**config.mk**
```make
export PLATFORM = sky130hd
export DESIGN_NAME = fetch_controller
export DESIGN_NICKNAME = d
export VERILOG_FILES = /design/src/rtl/mips_pkg.sv /design/src/rtl/fetch_watchdog.sv /design/src/rtl/fetch_controller.sv
export SDC_FILE = /design/constraint.sdc
export NUM_CORES = 1
export LEC_CHECK = 0
export CAP_MARGIN = 20
export CORE_ASPECT_RATIO = 1.2
export CORE_UTILIZATION = 50
export DETAILED_ROUTE_END_ITERATION = 8
export GPL_TIMING_DRIVEN = 0
export PLACE_DENSITY = 0.76
export SLEW_MARGIN = 20
export SYNTH_ARGS = -nofsm -noshare
export SYNTH_HDL_FRONTEND = slang
export SYNTH_SLANG_ARGS = --single-unit
export TNS_END_PERCENT = 100
```
**constraint.sdc**
```tcl
create_clock -name clk -period 3.5 [get_ports clk]
set_clock_uncertainty 0.15 [all_clocks]
set_input_delay 0.7 -clock clk [delete_from_list [all_inputs] [get_ports clk]]
set_output_delay 0.7 -clock clk [all_outputs]
set_load 0.02 [all_outputs]
```
**src/rtl/mips_pkg.sv**
```systemverilog
// ---------------------------------------------------------------------------
// mips_pkg
// Shared definitions for the MIPS fetch front end: fetch FSM state encoding,
// default instruction width, default reset PC and the NOP encoding.
// No ports (package).
// ---------------------------------------------------------------------------
package mips_pkg;

    localparam int          INSTR_W  = 32;
    localparam logic [31:0] RESET_PC = 32'h0000_0000;
    localparam logic [31:0] NOP      = 32'h0000_0000;

    typedef logic [1:0] fetch_state_t;

    localparam fetch_state_t S_IDLE = 2'd0;
    localparam fetch_state_t S_REQ  = 2'd1;
    localparam fetch_state_t S_HOLD = 2'd2;
    localparam fetch_state_t S_ERR  = 2'd3;

endpackage : mips_pkg

```
**src/rtl/fetch_watchdog.sv**
```systemverilog
// ---------------------------------------------------------------------------
// fetch_watchdog
// Down-counter watchdog for outstanding instruction fetches. Loaded with
// LIMIT whenever clear is high, decremented on every start cycle. expired
// fires combinationally on the LIMIT-th consecutive start cycle, so the
// owner can leave its waiting state on that same edge.
//
// Ports:
//   clk      in   rising-edge clock
//   reset_n  in   asynchronous active-low reset
//   start    in   count this cycle (request outstanding, no ack)
//   clear    in   reload the counter (ack seen or not requesting)
//   expired  out  LIMIT consecutive start cycles reached
// ---------------------------------------------------------------------------
module fetch_watchdog #(
    parameter int LIMIT = 16
) (
    input  logic clk,
    input  logic reset_n,
    input  logic start,
    input  logic clear,
    output logic expired
);

    localparam int               CNT_W = $clog2(LIMIT + 1);
    localparam logic [CNT_W-1:0] LOAD  = CNT_W'(LIMIT);
    localparam logic [CNT_W-1:0] ONE   = CNT_W'(1);

    logic [CNT_W-1:0] cnt_q;
    logic [CNT_W-1:0] cnt_d;

    always_comb begin
        cnt_d = cnt_q;
        if (clear) begin
            cnt_d = LOAD;
        end else if (start && (cnt_q != '0)) begin
            cnt_d = cnt_q - ONE;
        end
    end

    always_ff @(posedge clk or negedge reset_n) begin
        if (!reset_n) begin
            cnt_q <= LOAD;
        end else begin
            cnt_q <= cnt_d;
        end
    end

    // cnt_q == 1 while start is high means this is the LIMIT-th waiting cycle.
    assign expired = start && (cnt_q == ONE);

endmodule : fetch_watchdog

```
**src/rtl/fetch_controller.sv**
```systemverilog
// ---------------------------------------------------------------------------
// fetch_controller
// Instruction fetch sequencer for the MIPS pipeline. Owns the PC, drives the
// instruction-memory request handshake and produces the load strobe, data and
// PC for the IF/ID instruction register. Honours hazard stalls and branch
// flush/redirect.
//
// Optional feature: define FETCH_TIMEOUT_EN to add a fetch watchdog that
// moves the FSM to S_ERR and raises fetch_error after TIMEOUT_CYCLES
// consecutive unacknowledged request cycles. Without it fetch_error is 0 and
// S_ERR is unreachable.
//
// State table:
//   S_IDLE | out of reset, first fetch starts on the next clock
//   S_REQ  | request outstanding at imem_addr, waiting for imem_ack
//   S_HOLD | fetched word parked in hold buffer while stall is high
//   S_ERR  | watchdog expired; requests stop until reset
//
// Ports:
//   clk            in   rising-edge clock
//   reset_n        in   asynchronous active-low reset
//   imem_req       out  fetch request to instruction memory
//   imem_addr      out  fetch address, stable until acknowledged
//   imem_ack       in   imem_rdata valid this cycle
//   imem_rdata     in   fetched instruction
//   stall          in   do not load IF/ID
//   flush          in   discard fetched/held instruction and redirect
//   branch_target  in   redirect address (bits [1:0] ignored)
//   ir_load        out  one-cycle IF/ID load strobe
//   ir_data        out  instruction presented to IF/ID
//   ir_pc          out  PC of ir_data
//   ir_valid       out  IF/ID holds a valid instruction
//   fetch_error    out  sticky watchdog error
// ---------------------------------------------------------------------------
module fetch_controller #(
    parameter int                ADDR_W         = 32,
    parameter int                INSTR_W        = mips_pkg::INSTR_W,
    parameter logic [ADDR_W-1:0] RESET_PC       = ADDR_W'(mips_pkg::RESET_PC),
    parameter int                TIMEOUT_CYCLES = 16
) (
    input  logic               clk,
    input  logic               reset_n,
    output logic               imem_req,
    output logic [ADDR_W-1:0]  imem_addr,
    input  logic               imem_ack,
    input  logic [INSTR_W-1:0] imem_rdata,
    input  logic               stall,
    input  logic               flush,
    input  logic [ADDR_W-1:0]  branch_target,
    output logic               ir_load,
    output logic [INSTR_W-1:0] ir_data,
    output logic [ADDR_W-1:0]  ir_pc,
    output logic               ir_valid,
    output logic               fetch_error
);

    import mips_pkg::*;

    fetch_state_t       state_q, state_d;
    // pc_q is the address of the next request; addr_q is the address of the
    // request currently on the bus. They differ only after a flush that had
    // to wait for the outstanding ack.
    logic [ADDR_W-1:0]  pc_q, pc_d;
    logic [ADDR_W-1:0]  addr_q, addr_d;
    logic               kill_q, kill_d;
    logic [INSTR_W-1:0] hold_data_q, hold_data_d;
    logic [ADDR_W-1:0]  hold_pc_q, hold_pc_d;
    logic               ir_load_q, ir_load_d;
    logic [INSTR_W-1:0] ir_data_q, ir_data_d;
    logic [ADDR_W-1:0]  ir_pc_q, ir_pc_d;
    logic               ir_valid_q, ir_valid_d;

    logic [ADDR_W-1:0]  target_aligned;
    logic [ADDR_W-1:0]  pc_inc;
    logic               wd_expired;
    logic               unused_target_lsb;

    assign target_aligned    = {branch_target[ADDR_W-1:2], 2'b00};
    assign unused_target_lsb = ^branch_target[1:0];
    // Natural unsigned wrap gives FFFF_FFFC + 4 = 0.
    assign pc_inc            = addr_q + ADDR_W'(4);

`ifdef FETCH_TIMEOUT_EN
    logic wd_start;
    logic wd_clear;

    assign wd_start = (state_q == S_REQ) && !imem_ack;
    assign wd_clear = (state_q != S_REQ) || imem_ack;

    fetch_watchdog #(
        .LIMIT   (TIMEOUT_CYCLES)
    ) u_fetch_watchdog (
        .clk     (clk),
        .reset_n (reset_n),
        .start   (wd_start),
        .clear   (wd_clear),
        .expired (wd_expired)
    );

    assign fetch_error = (state_q == S_ERR);
`else
    logic unused_timeout_cfg;

    assign unused_timeout_cfg = (TIMEOUT_CYCLES != 0);
    assign wd_expired         = 1'b0;
    assign fetch_error        = 1'b0;
`endif

    always_comb begin
        state_d     = state_q;
        pc_d        = pc_q;
        addr_d      = addr_q;
        kill_d      = kill_q;
        hold_data_d = hold_data_q;
        hold_pc_d   = hold_pc_q;
        ir_load_d   = 1'b0;
        ir_data_d   = ir_data_q;
        ir_pc_d     = ir_pc_q;
        ir_valid_d  = ir_valid_q;

        case (state_q)
            S_IDLE: begin
                state_d = S_REQ;
                addr_d  = pc_q;
            end

            S_REQ: begin
                if (flush) begin
                    pc_d = target_aligned;
                    if (imem_ack) begin
                        kill_d = 1'b0;
                        addr_d = target_aligned;
                    end else begin
                        // Request cannot be withdrawn: keep the old address
                        // on the bus and drop its data when it arrives.
                        kill_d = 1'b1;
                        if (wd_expired) begin
                            state_d = S_ERR;
                        end
                    end
                end else if (imem_ack) begin
                    if (kill_q) begin
                        kill_d = 1'b0;
                        addr_d = pc_q;
                    end else if (!stall) begin
                        ir_load_d  = 1'b1;
                        ir_data_d  = imem_rdata;
                        ir_pc_d    = addr_q;
                        ir_valid_d = 1'b1;
                        pc_d       = pc_inc;
                        addr_d     = pc_inc;
                    end else begin
                        hold_data_d = imem_rdata;
                        hold_pc_d   = addr_q;
                        pc_d        = pc_inc;
                        addr_d      = pc_inc;
                        state_d     = S_HOLD;
                    end
                end else if (wd_expired) begin
                    state_d = S_ERR;
                end
            end

            S_HOLD: begin
                if (flush) begin
                    pc_d    = target_aligned;
                    addr_d  = target_aligned;
                    state_d = S_REQ;
                end else if (!stall) begin
                    ir_load_d  = 1'b1;
                    ir_data_d  = hold_data_q;
                    ir_pc_d    = hold_pc_q;
                    ir_valid_d = 1'b1;
                    addr_d     = pc_q;
                    state_d    = S_REQ;
                end
            end

            S_ERR: begin
                state_d = S_ERR;
            end

            default: begin
                state_d = S_IDLE;
            end
        endcase

        // No path loads IF/ID in a flush cycle, so this never masks a load.
        if (flush) begin
            ir_valid_d = 1'b0;
        end
    end

    always_ff @(posedge clk or negedge reset_n) begin
        if (!reset_n) begin
            state_q     <= S_IDLE;
            pc_q        <= RESET_PC;
            addr_q      <= '0;
            kill_q      <= 1'b0;
            hold_data_q <= INSTR_W'(NOP);
            hold_pc_q   <= '0;
            ir_load_q   <= 1'b0;
            ir_data_q   <= INSTR_W'(NOP);
            ir_pc_q     <= '0;
            ir_valid_q  <= 1'b0;
        end else begin
            state_q     <= state_d;
            pc_q        <= pc_d;
            addr_q      <= addr_d;
            kill_q      <= kill_d;
            hold_data_q <= hold_data_d;
            hold_pc_q   <= hold_pc_d;
            ir_load_q   <= ir_load_d;
            ir_data_q   <= ir_data_d;
            ir_pc_q     <= ir_pc_d;
            ir_valid_q  <= ir_valid_d;
        end
    end

    assign imem_req  = (state_q == S_REQ);
    assign imem_addr = addr_q;
    assign ir_load   = ir_load_q;
    assign ir_data   = ir_data_q;
    assign ir_pc     = ir_pc_q;
    assign ir_valid  = ir_valid_q;

endmodule : fetch_controller

```
-- Word level (Yosys, flattened, before mapping)
Index checks and enable logic that the tools add are counted.
- mux-type cells: 45
- reduce and logical (&&, ||, !) cells: 12
- add/subtract/negate cells: 1
- bitwise operators: 2
- eq/ne operators: 14
- operators with widths (operator ; number):
    $mux 32 ; 20
    $pmux 32 s2 ; 3
    $pmux 32 s3 ; 1
    $add 32x3->32 const B ; 1
    $mux 1 ; 12
    $mux 2 ; 6
    $ne 2x2->1 const B ; 6
    $reduce_and 5->1 ; 2
    $reduce_and 3->1 ; 3
    $pmux 2 s4 ; 1
    $reduce_and 7->1 ; 1
    $ne 3x3->1 const B ; 2
    $reduce_bool 3->1 ; 2
    $eq 2x2->1 const B ; 2
    $ne 2x1->1 const B ; 2
    $pmux 1 s2 ; 2
    $reduce_bool 2->1 ; 2
    $ne 3x1->1 const B ; 1
    $eq 2x1->1 const B ; 1
    $logic_not 2->1 ; 1
    $not 1->1 ; 2
    $reduce_and 2->1 ; 1
- logic and storage cells: 84
- register bits after elaboration: 197
- input bits: 69
- output and inout port bits: 100

-- Depth between registers and ports, before layout
- depth in word-level cells: 5
- mapped depth: 11
- depth with buffers taken out: 8

-- Worst setup path before layout
Ideal clock, no wire load.
- path type: reg-to-reg
- from: reg state_q[1]
- to: reg hold_data_q[0]
- data arrival time: 2.186 ns
- setup slack: 1.039 ns
- cell stages (with the launch flop): 10
- data required time: 3.225 ns
- period minus slack after synthesis: 2.461 ns
- setup time: 0.125 ns
- path buffers: 3
- path through: dfrtp_1 inv_1 ha_1 clkbuf_8 nand2b_1 nor2_1 and3_1 buf_2 buf_2 mux2_2
- cells in the longest elaborated chain, start to end: 2
- RTL lines (item ; line ; source):
    start, declared ; fetch_controller.sv:59 ; fetch_state_t state_q, state_d;
    start signal, assigned ; fetch_controller.sv:207 ; state_q <= state_d;
    $eq 2x1->1 ; n/a ;
    net imem_req ; fetch_controller.sv:43 ; output logic imem_req,
    $reduce_and 5->1 (no line) ; n/a ;
    end signal, assigned ; fetch_controller.sv:200 ; hold_data_q <= INSTR_W'(NOP);
    end signal, assigned ; fetch_controller.sv:211 ; hold_data_q <= hold_data_d;
    end, declared ; fetch_controller.sv:66 ; logic [INSTR_W-1:0] hold_data_q, hold_data_d;
The timed path passes the listed nets, and every way through them passes these cells.
A chain may end at the register's enable or synchronous reset.

-- Final worst setup path
- from: in imem_ack
- to: reg ir_valid_q, in the netlist ir_valid
- cells in the longest elaborated chain, start to end: 2
- RTL lines (item ; line ; source):
    start, declared ; fetch_controller.sv:45 ; input logic imem_ack,
    $ne 3x1->1 (no line) ; n/a ;
    $reduce_and 3->1 (no line) ; n/a ;
    end signal, assigned ; fetch_controller.sv:216 ; ir_valid_q <= ir_valid_d;
    end, declared ; fetch_controller.sv:71 ; logic ir_valid_q, ir_valid_d;
No other way between the ends.

==> flow_metrics.py <==
metrics = {
    "die": {
        "initial_core_util_pct": 51.3,
        "rows": 56,
        "die_area_um2": 20700,
        "core_area_um2": 19600,
        "die_height_um": 157,
        "die_width_um": 132,
        "pin_count": 169,
    },
    "synthesis": {
        "ys_types": 78,
        "syn_inst": 983,
        "syn_nets": 1058,
        "synthFlopType": "dfrtp_1",
        "synthesis.area_um2": 10100,
        "yosysSeqAreaShare_pct": 49.0,
        "ys_ff_latch": 197,
        "yosysWarnings": 0,
        "async_flop_share_pct": 100,
        "synth_edf_count": 0,
        "syn_area_per_cell_um2": 10.2,
    },
    "placed_design": {
        "gp_congestion": 0.956,
        "pre_cts_slack_ps": -331,
        "hpwl_um": 21400,
        "placed_area_um2": 12100,
        "io_buffers": 164,
    },
    "drt": {
        "drt-total-wl_um": 30400,
        "drtAntennaViolNets": 0,
        "vias": 8897,
        "wl_per_cell_um": 21.0,
        "drtIter0Drc": 1137,
        "routed_via_density": 6.17,
        "dr.pass1.iters": 6,
        "drcViolationCount": 0,
    },
    "power_and_ir_drop": {
        "power_density_nw_per_um2": 370,
        "clockPowerShare_pct": 41.6,
        "intPower_w": 0.00344,
        "power.leakage_nw": 5.28,
        "ir_worst_vdd_mv": 0.351,
        "seqPwrFrac_pct": 50.3,
        "switching_share_pct": 26.7,
        "combPwrFrac_pct": 8.2,
        "p_sw_w": 0.00125,
    },
    "timing": {
        "relSlewSlack_pct": 33.4,
        "rsz0062_at_grt": "no",
        "hold-worst-slack_ps": 330,
        "finalCriticalPeriod_ps": 3180,
        "hold_viol": 0,
        "slew_viol_final": 0,
        "finalSetupTns_ps": 0,
        "worst_slew_pin_slew_ps": 989,
        "fmaxAchievable_ghz": 0.315,
        "period_share_pct": 90.7,
        "finalWorstSetupSlack_ps": 325,
        "setup_violations": 0,
    },
    "clocking": {
        "cts_made_buffers": 17,
        "clock-sinks": 197,
        "clk_latency_ps": 450,
        "htree_levels": 4,
        "cts_tree": "built",
        "clkTransAtPathRegs_ps": 70,
        "cts_root_buffer": "clkbuf_16",
        "clockBufferDepth": 2,
    },
    "global_route": {
        "grt_max_degree": 87,
        "antenna_found_initial": 0,
        "grt_pass1_vias": 8490,
        "grt_pass1_wl_um": 46900,
        "grt_overflow": 0,
        "gr-usage-all-layers_pct": 29.8,
    },
    "setup_path": {
        "cp.arrival_ps": 3320,
        "r2r_cells": 9,
        "endpoint_kind": "flop",
        "path_class": "input port to flop",
        "cp-start-kind": "input port",
        "critPathMaxFanout": 10,
        "cp.required_ps": 3650,
    },
    "cells_and_area": {
        "layout.nets": 1244,
        "area_growth_pct": 26.1,
        "design_area_um2": 12700,
        "drive_gt1_share_pct": 12.9,
        "antenna_cells": 0,
        "post-route-util_pct": 64.7,
    },
    "outcome": {
        "status": "completed",
    },
    "run": {
        "drv_cap": 0,
    },
    "min_path": {
        "hp-class": "flop to flop",
        "hold-path-cell-count": 2,
    },
}
-- cell families (layout without fill, tap and decap cells) --
logic type / after synthesis / count (layout) / share of synthesized area, %
multiplexers: 132 / 132 / 13.9
flip-flops: 197 / 197 / 49.0
AND/OR/NAND/NOR: 257 / 257 / 11.9
XOR/XNOR: 24 / 24 / 2.09
other: 1 / 1 / 0.0372
buffers and inverters: 99 / 298 / 5.05
adder cells (fa/ha/maj): 6 / 6 / 0.746
AO/OA/AOI/OAI: 267 / 267 / 17.3
-- routing by layer --
layer / GRT usage [%] / vias to the layer above / part of all wire, %
met3: 6.18 / 121 / 9.3
met1: 37.4 / 4279 / 39
met4: 17.8 / 0 / 5.1
li1: - / 3952 / -
met2: 47.6 / 545 / 46
met5: 0 / - / 0
-- per-stage QoR --
stage / instances / power [W]
2_1_floorplan: 983 / 0.00255
3_3_place_gp: 1408 / 0.00277
3_5_place_dp: 1410 / 0.00278
4_1_cts: 1443 / 0.00471
5_1_grt: 1443 / 0.00483
6_report: 1443 / 0.00469
-- worst max-delay path, stage by stage --
cell	delay, ps
clkdlybuf4s50_1	470
inv_1	150
nor2_1	90
mux2i_1	120
or3_1	290
clkbuf_1	460
clkbuf_2	380
clkbuf_1	470
o21ai_0	190
-- cells in the mapped netlist (4+ instances only) --
master     instances  area, um2
dfrtp_1          197       4930
nand2_1          123        462
o21ai_0          106        531
mux2i_1           67        671
mux2_2            65        732
nor2_1            51        191
a21oi_1           42        210
clkbuf_1          41        154
inv_1             21       78.8
buf_2             19       95.1
nand3_1           16       80.1
a221oi_1          14        123
o22ai_1           14       87.6
a22oi_1           13       97.6
xnor2_1           13        114
nand4_1           12       75.1
nor3_1            11       55.1
xor2_1            11       96.3
a222oi_1           9       90.1
a31oi_1            9       56.3
nand2b_1           9       56.3
o211ai_1           8       60.1
a22o_1             6       52.6
ha_1               6       75.1
buf_4              5       37.5
clkbuf_8           5       68.8
nand3b_1           5       37.5
nor2b_1            5       31.3
o221ai_1           5       43.8
a21o_1             4       30.0
and3_1             4       25.0
o2bb2ai_1          4       35.0
-- placed cells by master, fill, tap and decap left out, types with 6 or more instances in the layout --
cell             count
dfrtp_1            197
clkdlybuf4s50_1    163
nand2_1            123
o21ai_0            106
mux2i_1             67
mux2_2              65
nor2_1              51
a21oi_1             42
clkbuf_1            40
inv_1               21
buf_2               19
clkbuf_16           17
nand3_1             16
o22ai_1             14
a221oi_1            14
xnor2_1             13
a22oi_1             13
nand4_1             12
xor2_1              11
nor3_1              10
nand2b_1             9
a31oi_1              9
a222oi_1             9
o211ai_1             8
a22o_1               6
ha_1                 6
inv_6                6
-- power groups by stage --
stage | clock [W] | combinational [W] | sequential, W
after global routing | 0.00205 | 0.000416 | 0.00236
final | 0.00195 | 0.000384 | 0.00236
after CTS | 0.00197 | 0.000383 | 0.00236
after floorplan | 0 | 0.000147 | 0.00241
after detailed placement | 0 | 0.000380 | 0.00240
after global placement | 0 | 0.000365 | 0.00240
-- sequential cells by signal, summed over array words and instances (netlist names) --
name and count:
ir_valid 1, state_q 2, ir_pc 32, hold_pc_q 32, kill_q 1, ir_data 32
pc_q 32, hold_data_q 32, ir_load 1, imem_addr 32
-- area by class of cell --
| class | instances | area (um2) |
|---|---|---|
| Buffer | 76 | 423 |
| Clock buffer | 17 | 425 |
| Clock inverter | 15 | 156 |
| Fill cell | 1628 | 6920 |
| Inverter | 23 | 86.3 |
| Multi-Input combinational cell | 687 | 4640 |
| Sequential cell | 197 | 4930 |
| Tap cell | 261 | 327 |
| Timing Repair Buffer | 167 | 1710 |
-- worst paths after layout --
path	startpoint	endpoint	slack (ps)
hold reg to reg	ir_data[26]	ir_data[26]	330
setup reg to reg	state_q[1]	ir_valid	330
max in group asynchronous	reset_n	ir_pc[2]	1530
min in group asynchronous	reset_n	hold_data_q[11]	570
hold / removal	ir_data[26]	ir_data[26]	330
setup / recovery	imem_ack	ir_valid	320
-- what timing repair did --
item                                   CTS  global route
hold buffers                             1             0
resized for setup                        0             2
endpoints found under the hold margin   40             0
buffers inserted                         0             0
setup endpoints to repair                0             1
Power figures use the tool's default switching activity.
